### src/rtl/dual_seq_pkg.sv
// -----------------------------------------------------------------------------
// dual_seq_pkg
// Constants and types shared by the dual sequence generator and its companion
// detector: the two framing patterns, the pattern width, the inter-repetition
// gap length and the generator FSM state encoding.
// Optional feature macro: DUAL_SEQ_GEN_GAP_EN (adds the GAP state).
// -----------------------------------------------------------------------------
package dual_seq_pkg;

    localparam int PAT_W = 4;
    localparam int IDX_W = $clog2(PAT_W);

    localparam logic [PAT_W-1:0] PAT_A = 4'b1101;
    localparam logic [PAT_W-1:0] PAT_B = 4'b1001;

    // Zero bits inserted between repetitions when the gap feature is built in.
    localparam logic [3:0] GAP_LEN = 4'd2;

`ifdef DUAL_SEQ_GEN_GAP_EN
    typedef enum logic [1:0] {
        ST_IDLE = 2'd0,
        ST_SEND = 2'd1,
        ST_GAP  = 2'd2
    } state_e;
`else
    typedef enum logic [1:0] {
        ST_IDLE = 2'd0,
        ST_SEND = 2'd1
    } state_e;
`endif

    // Map the request select bit onto the pattern it names.
    function automatic logic [PAT_W-1:0] select_pattern(input logic sel);
        logic [PAT_W-1:0] pat;
        if (sel) begin
            pat = PAT_B;
        end else begin
            pat = PAT_A;
        end
        return pat;
    endfunction

endpackage

### src/rtl/seq_bit_shifter.sv
// -----------------------------------------------------------------------------
// seq_bit_shifter
// Loadable pattern register with a down-counting bit index (MSB first).
// Ports:
//   clock, reset_n : clock and asynchronous active-low reset
//   load           : latch 'pattern' and point the index at the MSB
//   pattern        : pattern to latch on 'load'
//   restart        : point the index back at the MSB, keep the pattern
//   advance        : step the index down by one
//   bit_out        : pattern bit at the current index
//   first_bit      : index is at the MSB
//   last_bit       : index is at the LSB
// -----------------------------------------------------------------------------
module seq_bit_shifter
    import dual_seq_pkg::*;
(
    input  logic             clock,
    input  logic             reset_n,
    input  logic             load,
    input  logic [PAT_W-1:0] pattern,
    input  logic             restart,
    input  logic             advance,
    output logic             bit_out,
    output logic             first_bit,
    output logic             last_bit
);

    localparam logic [IDX_W-1:0] IDX_MSB = IDX_W'(PAT_W - 1);

    logic [PAT_W-1:0] pat_q, pat_d;
    logic [IDX_W-1:0] idx_q, idx_d;

    // Next pattern/index: load has priority over restart, restart over advance.
    always_comb begin
        pat_d = pat_q;
        idx_d = idx_q;
        if (load) begin
            pat_d = pattern;
            idx_d = IDX_MSB;
        end else if (restart) begin
            idx_d = IDX_MSB;
        end else if (advance) begin
            idx_d = idx_q - {{(IDX_W-1){1'b0}}, 1'b1};
        end else begin
            idx_d = idx_q;
        end
    end

    // Pattern and index registers.
    always_ff @(posedge clock or negedge reset_n) begin
        if (!reset_n) begin
            pat_q <= {PAT_W{1'b0}};
            idx_q <= {IDX_W{1'b0}};
        end else begin
            pat_q <= pat_d;
            idx_q <= idx_d;
        end
    end

    assign bit_out   = pat_q[idx_q];
    assign first_bit = (idx_q == IDX_MSB);
    assign last_bit  = (idx_q == {IDX_W{1'b0}});

endmodule

### src/rtl/dual_seq_gen.sv
// -----------------------------------------------------------------------------
// dual_seq_gen
// Serial generator for the framing patterns 1101 / 1001, MSB first, one bit
// per clock, repeated req_count+1 times per accepted request.
// Ports:
//   clock, reset_n : clock and asynchronous active-low reset
//   req_valid      : request present
//   req_sel        : 0 selects PAT_A (1101), 1 selects PAT_B (1001)
//   req_count      : repetitions minus one
//   req_ready      : generator idle and able to accept
//   out, out_valid : serial bit and its qualifier (gap bits are valid zeros)
//   frame_start    : first bit of each repetition
//   done           : final bit of the final repetition
// Optional feature macro: DUAL_SEQ_GEN_GAP_EN inserts GAP_LEN zero bits
// between repetitions (never after the last one).
// -----------------------------------------------------------------------------
module dual_seq_gen
    import dual_seq_pkg::*;
(
    input  logic       clock,
    input  logic       reset_n,
    input  logic       req_valid,
    input  logic       req_sel,
    input  logic [3:0] req_count,
    output logic       req_ready,
    output logic       out,
    output logic       out_valid,
    output logic       frame_start,
    output logic       done
);

    state_e     state_q, state_d;
    logic [3:0] rep_q, rep_d;
`ifdef DUAL_SEQ_GEN_GAP_EN
    logic [3:0] gap_q, gap_d;
`endif

    logic sh_load, sh_restart, sh_advance;
    logic sh_bit, sh_first, sh_last;

    seq_bit_shifter u_shifter (
        .clock     (clock),
        .reset_n   (reset_n),
        .load      (sh_load),
        .pattern   (select_pattern(req_sel)),
        .restart   (sh_restart),
        .advance   (sh_advance),
        .bit_out   (sh_bit),
        .first_bit (sh_first),
        .last_bit  (sh_last)
    );

    // Next-state logic and output decode from the registered state.
    always_comb begin
        state_d     = state_q;
        rep_d       = rep_q;
`ifdef DUAL_SEQ_GEN_GAP_EN
        gap_d       = gap_q;
`endif
        sh_load     = 1'b0;
        sh_restart  = 1'b0;
        sh_advance  = 1'b0;
        req_ready   = 1'b0;
        out         = 1'b0;
        out_valid   = 1'b0;
        frame_start = 1'b0;
        done        = 1'b0;
        case (state_q)
            ST_IDLE: begin
                req_ready = 1'b1;
                if (req_valid) begin
                    sh_load = 1'b1;
                    rep_d   = req_count;
                    state_d = ST_SEND;
                end else begin
                    state_d = ST_IDLE;
                end
            end
            ST_SEND: begin
                out         = sh_bit;
                out_valid   = 1'b1;
                frame_start = sh_first;
                if (sh_last) begin
                    // rep_q counts repetitions still to go after this one.
                    if (rep_q != 4'd0) begin
                        rep_d = rep_q - 4'd1;
`ifdef DUAL_SEQ_GEN_GAP_EN
                        gap_d   = GAP_LEN - 4'd1;
                        state_d = ST_GAP;
`else
                        sh_restart = 1'b1;
`endif
                    end else begin
                        done    = 1'b1;
                        state_d = ST_IDLE;
                    end
                end else begin
                    sh_advance = 1'b1;
                end
            end
`ifdef DUAL_SEQ_GEN_GAP_EN
            ST_GAP: begin
                out_valid = 1'b1;
                if (gap_q == 4'd0) begin
                    sh_restart = 1'b1;
                    state_d    = ST_SEND;
                end else begin
                    gap_d = gap_q - 4'd1;
                end
            end
`endif
            default: begin
                state_d = ST_IDLE;
            end
        endcase
    end

    // State, repetition and gap registers.
    always_ff @(posedge clock or negedge reset_n) begin
        if (!reset_n) begin
            state_q <= ST_IDLE;
            rep_q   <= 4'd0;
`ifdef DUAL_SEQ_GEN_GAP_EN
            gap_q   <= 4'd0;
`endif
        end else begin
            state_q <= state_d;
            rep_q   <= rep_d;
`ifdef DUAL_SEQ_GEN_GAP_EN
            gap_q   <= gap_d;
`endif
        end
    end

endmodule

### config.mk
export PLATFORM = sky130hd
export DESIGN_NAME = dual_seq_gen
export DESIGN_NICKNAME = d
export VERILOG_FILES = /design/src/rtl/dual_seq_pkg.sv /design/src/rtl/seq_bit_shifter.sv /design/src/rtl/dual_seq_gen.sv
export SDC_FILE = /design/constraint.sdc
export NUM_CORES = 1
export LEC_CHECK = 0
export ABC_CLOCK_PERIOD_IN_PS = 2100
export CAP_MARGIN = 20
export CORE_AREA = 2 2 39 41
export CTS_CLUSTER_DIAMETER = 60
export DETAILED_ROUTE_END_ITERATION = 8
export DIE_AREA = 0 0 41 43
export PLACE_DENSITY = 0.72
export SKIP_LAST_GASP = 1
export SLEW_MARGIN = 20
export SYNTH_ARGS = -nofsm -noshare
export SYNTH_HDL_FRONTEND = slang
export SYNTH_SLANG_ARGS = --single-unit
### constraint.sdc
create_clock -name clock -period 2.1 [get_ports clock]
set_input_delay 0.63 -clock clock [delete_from_list [all_inputs] [get_ports clock]]
set_output_delay 0.63 -clock clock [all_outputs]
set_load 0.05 [all_outputs]
==> impl_summary.md <==
Outcome
The run finished, with violations left. The final reports fail on negative setup slack.

Clock network
CTS built an H-tree with a depth of 1. The maximum number of buffers from clock root to sink is 2. Clock-pin slew was measured on the worst setup and hold paths at 0.06 ns. The CTS tree is built.

The insertion delay to the later sink of the worst-skew pair is 0.26 ns. Clock tree synthesis found a total of 9 sinks. The tree is rooted in a clkbuf_4. The CTS buffer count is 3.

Global route
The via count of the first global-routing pass is 456. Global routing used 16.1% of the available tracks across all layers. Entering global routing, the biggest net connects 14 pins.

The first-pass GRT wire length is 1870 µm. The total grt overflow is 0. The initial antenna violation count is 0.

Timing
The routed design could run at a clock period as short as 2.16 ns. The pin slew with the least headroom to its limit is 0.433 ns. The number of endpoints with negative hold slack in the final report was 0. For the final database, setup skew stands at 0.00287 ns. Setup violations remaining at the end of the flow were counted as 1. In the final timing run, aggregate negative setup slack is -0.0604 ns. The smallest setup slack after layout is -0.0604 ns. The share of the cycle needed by the critical path after routing is 103%.

In this run the tightest slew margin relative to its limit is 71.0%. The maximum clock rate is 0.463 GHz. Setup repair after global routing could not meet its margin everywhere. The number of pins exceeding their max-slew limit in the final report is 0.

Logic synthesis
The post-synthesis simple-gate area fraction is 20.0%. The synthesized netlist devotes 6.90% of its cell area to adder and majority cells. The synthesized netlist devotes 19.1% of its cell area to compound gates. The cell count after synthesis is 55.

The mapped cell area is 544 µm². The Yosys step of the flow raised 0 warnings. The number of nets in the synthesized netlist is 66. In this run, synthesis produced a sequential element count of 9. Yosys mapped the design onto 25 distinct sky130hd cell types. The xor and xnor fraction of the mapped netlist area is 0%. The combinational family with the most area after synthesis is simple AND/OR/NAND/NOR gates. Averaged over all synthesized cells, the footprint is 9.90 µm².

The post-synthesis mux area share is 7.59%. Sequential cells were found to cover 41.4% of the synthesized design area.

Floorplanning
Once the floorplan was initialized, standard cells occupied 39.3% of the core. The die footprint is 1760 µm². The initialized floorplan defines 14 standard-cell rows. The width of the chip is 41 µm. From bottom edge to top edge, the die measures 43 µm. The floorplan step defined a core boundary enclosing 1380 µm². 13 I/O pins were placed.

Worst setup path
The worst setup path is launched from a flip-flop. In this run the register-to-register setup slack is 0.56 ns. For the worst setup path, the data arrival time is 1.53 ns. By startpoint and endpoint, the worst setup path is classified as flip-flop to output pin.

STA classifies the critical path endpoint as an output pin. The biggest fanout along the worst timing path is 2. At the worst endpoint, the required time is 1.47 ns.

Finish
The layout overhead on the synthesized area is 50.1%. The finished layout holds 92 standard cells, fillers aside. The final-layout fill cell count is 127. In the final layout, the share of cells above drive strength 1 is 42.1%.

The total number of nets in the final design is 88. The number of antenna diodes in the final layout is 0.

Route
The routed layout has 473 vias. The final routed wirelength across all metal layers is 1190 µm. The total iterations of the first detailed-routing run is 4. After detailed routing, the number of vias per cell comes to 5.14. The number of nets still failing antenna checks after routing is 0.

In the final routed layout, each cell accounts on average for 12.9 µm. The detailed router finished its first iteration with 10 violations. In the routed design, unresolved DRC markers number 0.

Place
The half-perimeter wire length after placement is 817 µm. The placer's final routability congestion estimate is 0.799. In this run the tool buffered the top-level ports with 12 buffer cells. Once placement completed, the tool counted placed cells totaling 82.

Worst hold path
The tightest min-delay check is of the flip-flop to flip-flop type.

Power
The post-layout total power is 1500 µW. The power density normalized to cell area is 1840 nW/µm². The worst-case vdd ir drop is 871 µV. The static leakage is 0.000350 µW.

Job
Across the run, the number of max-cap violations was 0.
[flip-flops by register name, summed over array words and instances, names as in the netlist]
signal,count
rep_q,4
state_q,1
u_shifter.idx_q,2
u_shifter.pat_q,2
[what timing repair did]
action / 4_1_cts / 5_1_grt
setup endpoints to repair: 2 / 2
gates resized for setup: 7 / 1
hold buffers: 0 / 0
setup buffers: 5 / 1
cloned: 0 / 0
pin swaps: 2 / 1
[per-stage QoR]
step           setup slack, ns  instance area [µm²]  hold slack, ns  util, %
6_report               -0.0604                  817           0.499     59.0
5_1_grt                 -0.102                  817           0.534     59.0
4_1_cts                -0.0339                  806           0.511     58.2
3_5_place_dp            0.0746                  721           0.497     52.1
3_3_place_gp             0.106                  721           0.472     52.1
2_1_floorplan           0.0706                  561           0.334        -
[final timing paths]
kind                       depth (start not counted)                 end               start
setup reg to reg                                   6  u_shifter.idx_q[1]            rep_q[1]
max in group asynchronous                          1  u_shifter.idx_q[0]             reset_n
setup / recovery                                   5                done            rep_q[1]
min in group asynchronous                          1            rep_q[3]             reset_n
hold reg to reg                                    2  u_shifter.pat_q[2]  u_shifter.pat_q[2]
hold / removal                                     2  u_shifter.pat_q[2]  u_shifter.pat_q[2]
[layout make-up]
type,count,area [µm²],share of cell area (%)
Tap cell,16,20.0,2.45
Sequential cell,9,228,27.9
Inverter,6,22.5,2.76
Timing Repair Buffer,18,194,23.7
Clock buffer,4,26.3,3.22
Multi-Input combinational cell,39,327,40.0
[critical path, cell delays in order (launching register included)]
cell	delay [ns]
dfrtp_1	0.39
inv_2	0.09
ha_4	0.14
or3b_4	0.39
nor2_4	0.11
buf_12	0.14
[cells by family after synthesis]
group                      count (synthesis)
DFF                                        9
muxes                                      4
adders and majority gates                  3
AOI/OAI and AO/OA                         13
buffers and inverters                      7
and+or+nand+nor                           19
[Yosys cell counts]
cell type / count / area, µm²
nor4b_2: 1 / 15.0
o21ai_2: 2 / 17.5
inv_1: 5 / 18.8
nor3b_1: 1 / 7.51
a21oi_1: 1 / 5.00
dfrtp_1: 9 / 225
nor2_1: 6 / 22.5
ha_1: 3 / 37.5
a21oi_2: 1 / 8.76
a22oi_1: 2 / 15.0
or3b_4: 1 / 11.3
nand3_1: 1 / 5.00
nor2b_1: 1 / 6.26
o221a_1: 1 / 11.3
inv_2: 1 / 3.75
nand2_1: 4 / 15.0
and3_2: 1 / 7.51
and2_1: 1 / 6.26
nand2b_1: 2 / 12.5
buf_2: 1 / 5.00
mux2_2: 1 / 11.3
o22ai_1: 1 / 6.26
o22ai_4: 1 / 20.0
mux2i_1: 3 / 30.0
o21ai_0: 4 / 20.0
[power breakdown]
part	switching, µW	internal [µW]	leakage, µW
logic	530	478	0.000232
registers	98.0	257	0.000103
clock network	65.4	73.5	0.0000150
total	694	808	0.000350
[layer usage]
| metal | vias up | GRT usage (%) | part of all wire [%] |
|---|---|---|---|
| met5 | - | 0 | 0 |
| met4 | 0 | 10.0 | 1.9 |
| met3 | 5 | 4.71 | 5.6 |
| met2 | 17 | 22.5 | 46 |
| met1 | 216 | 20.9 | 47 |
| li1 | 235 | - | - |
[cell usage in the layout, fill, tap and decap left out, types with 2 or more instances in the layout]
master | Yosys | final
clkdlybuf4s50_1 | 0 | 7
buf_4 | 0 | 7
dfrtp_1 | 9 | 7
nor2_1 | 6 | 4
o21ai_0 | 4 | 4
inv_1 | 5 | 3
inv_2 | 1 | 3
nand2_1 | 4 | 3
mux2i_1 | 3 | 3
clkbuf_4 | 0 | 3
buf_12 | 0 | 3
nor2_4 | 0 | 2
nand2b_1 | 2 | 2
o21ai_2 | 2 | 2
ha_1 | 3 | 2
dfrtp_2 | 0 | 2
Power figures use the tool's default switching activity.
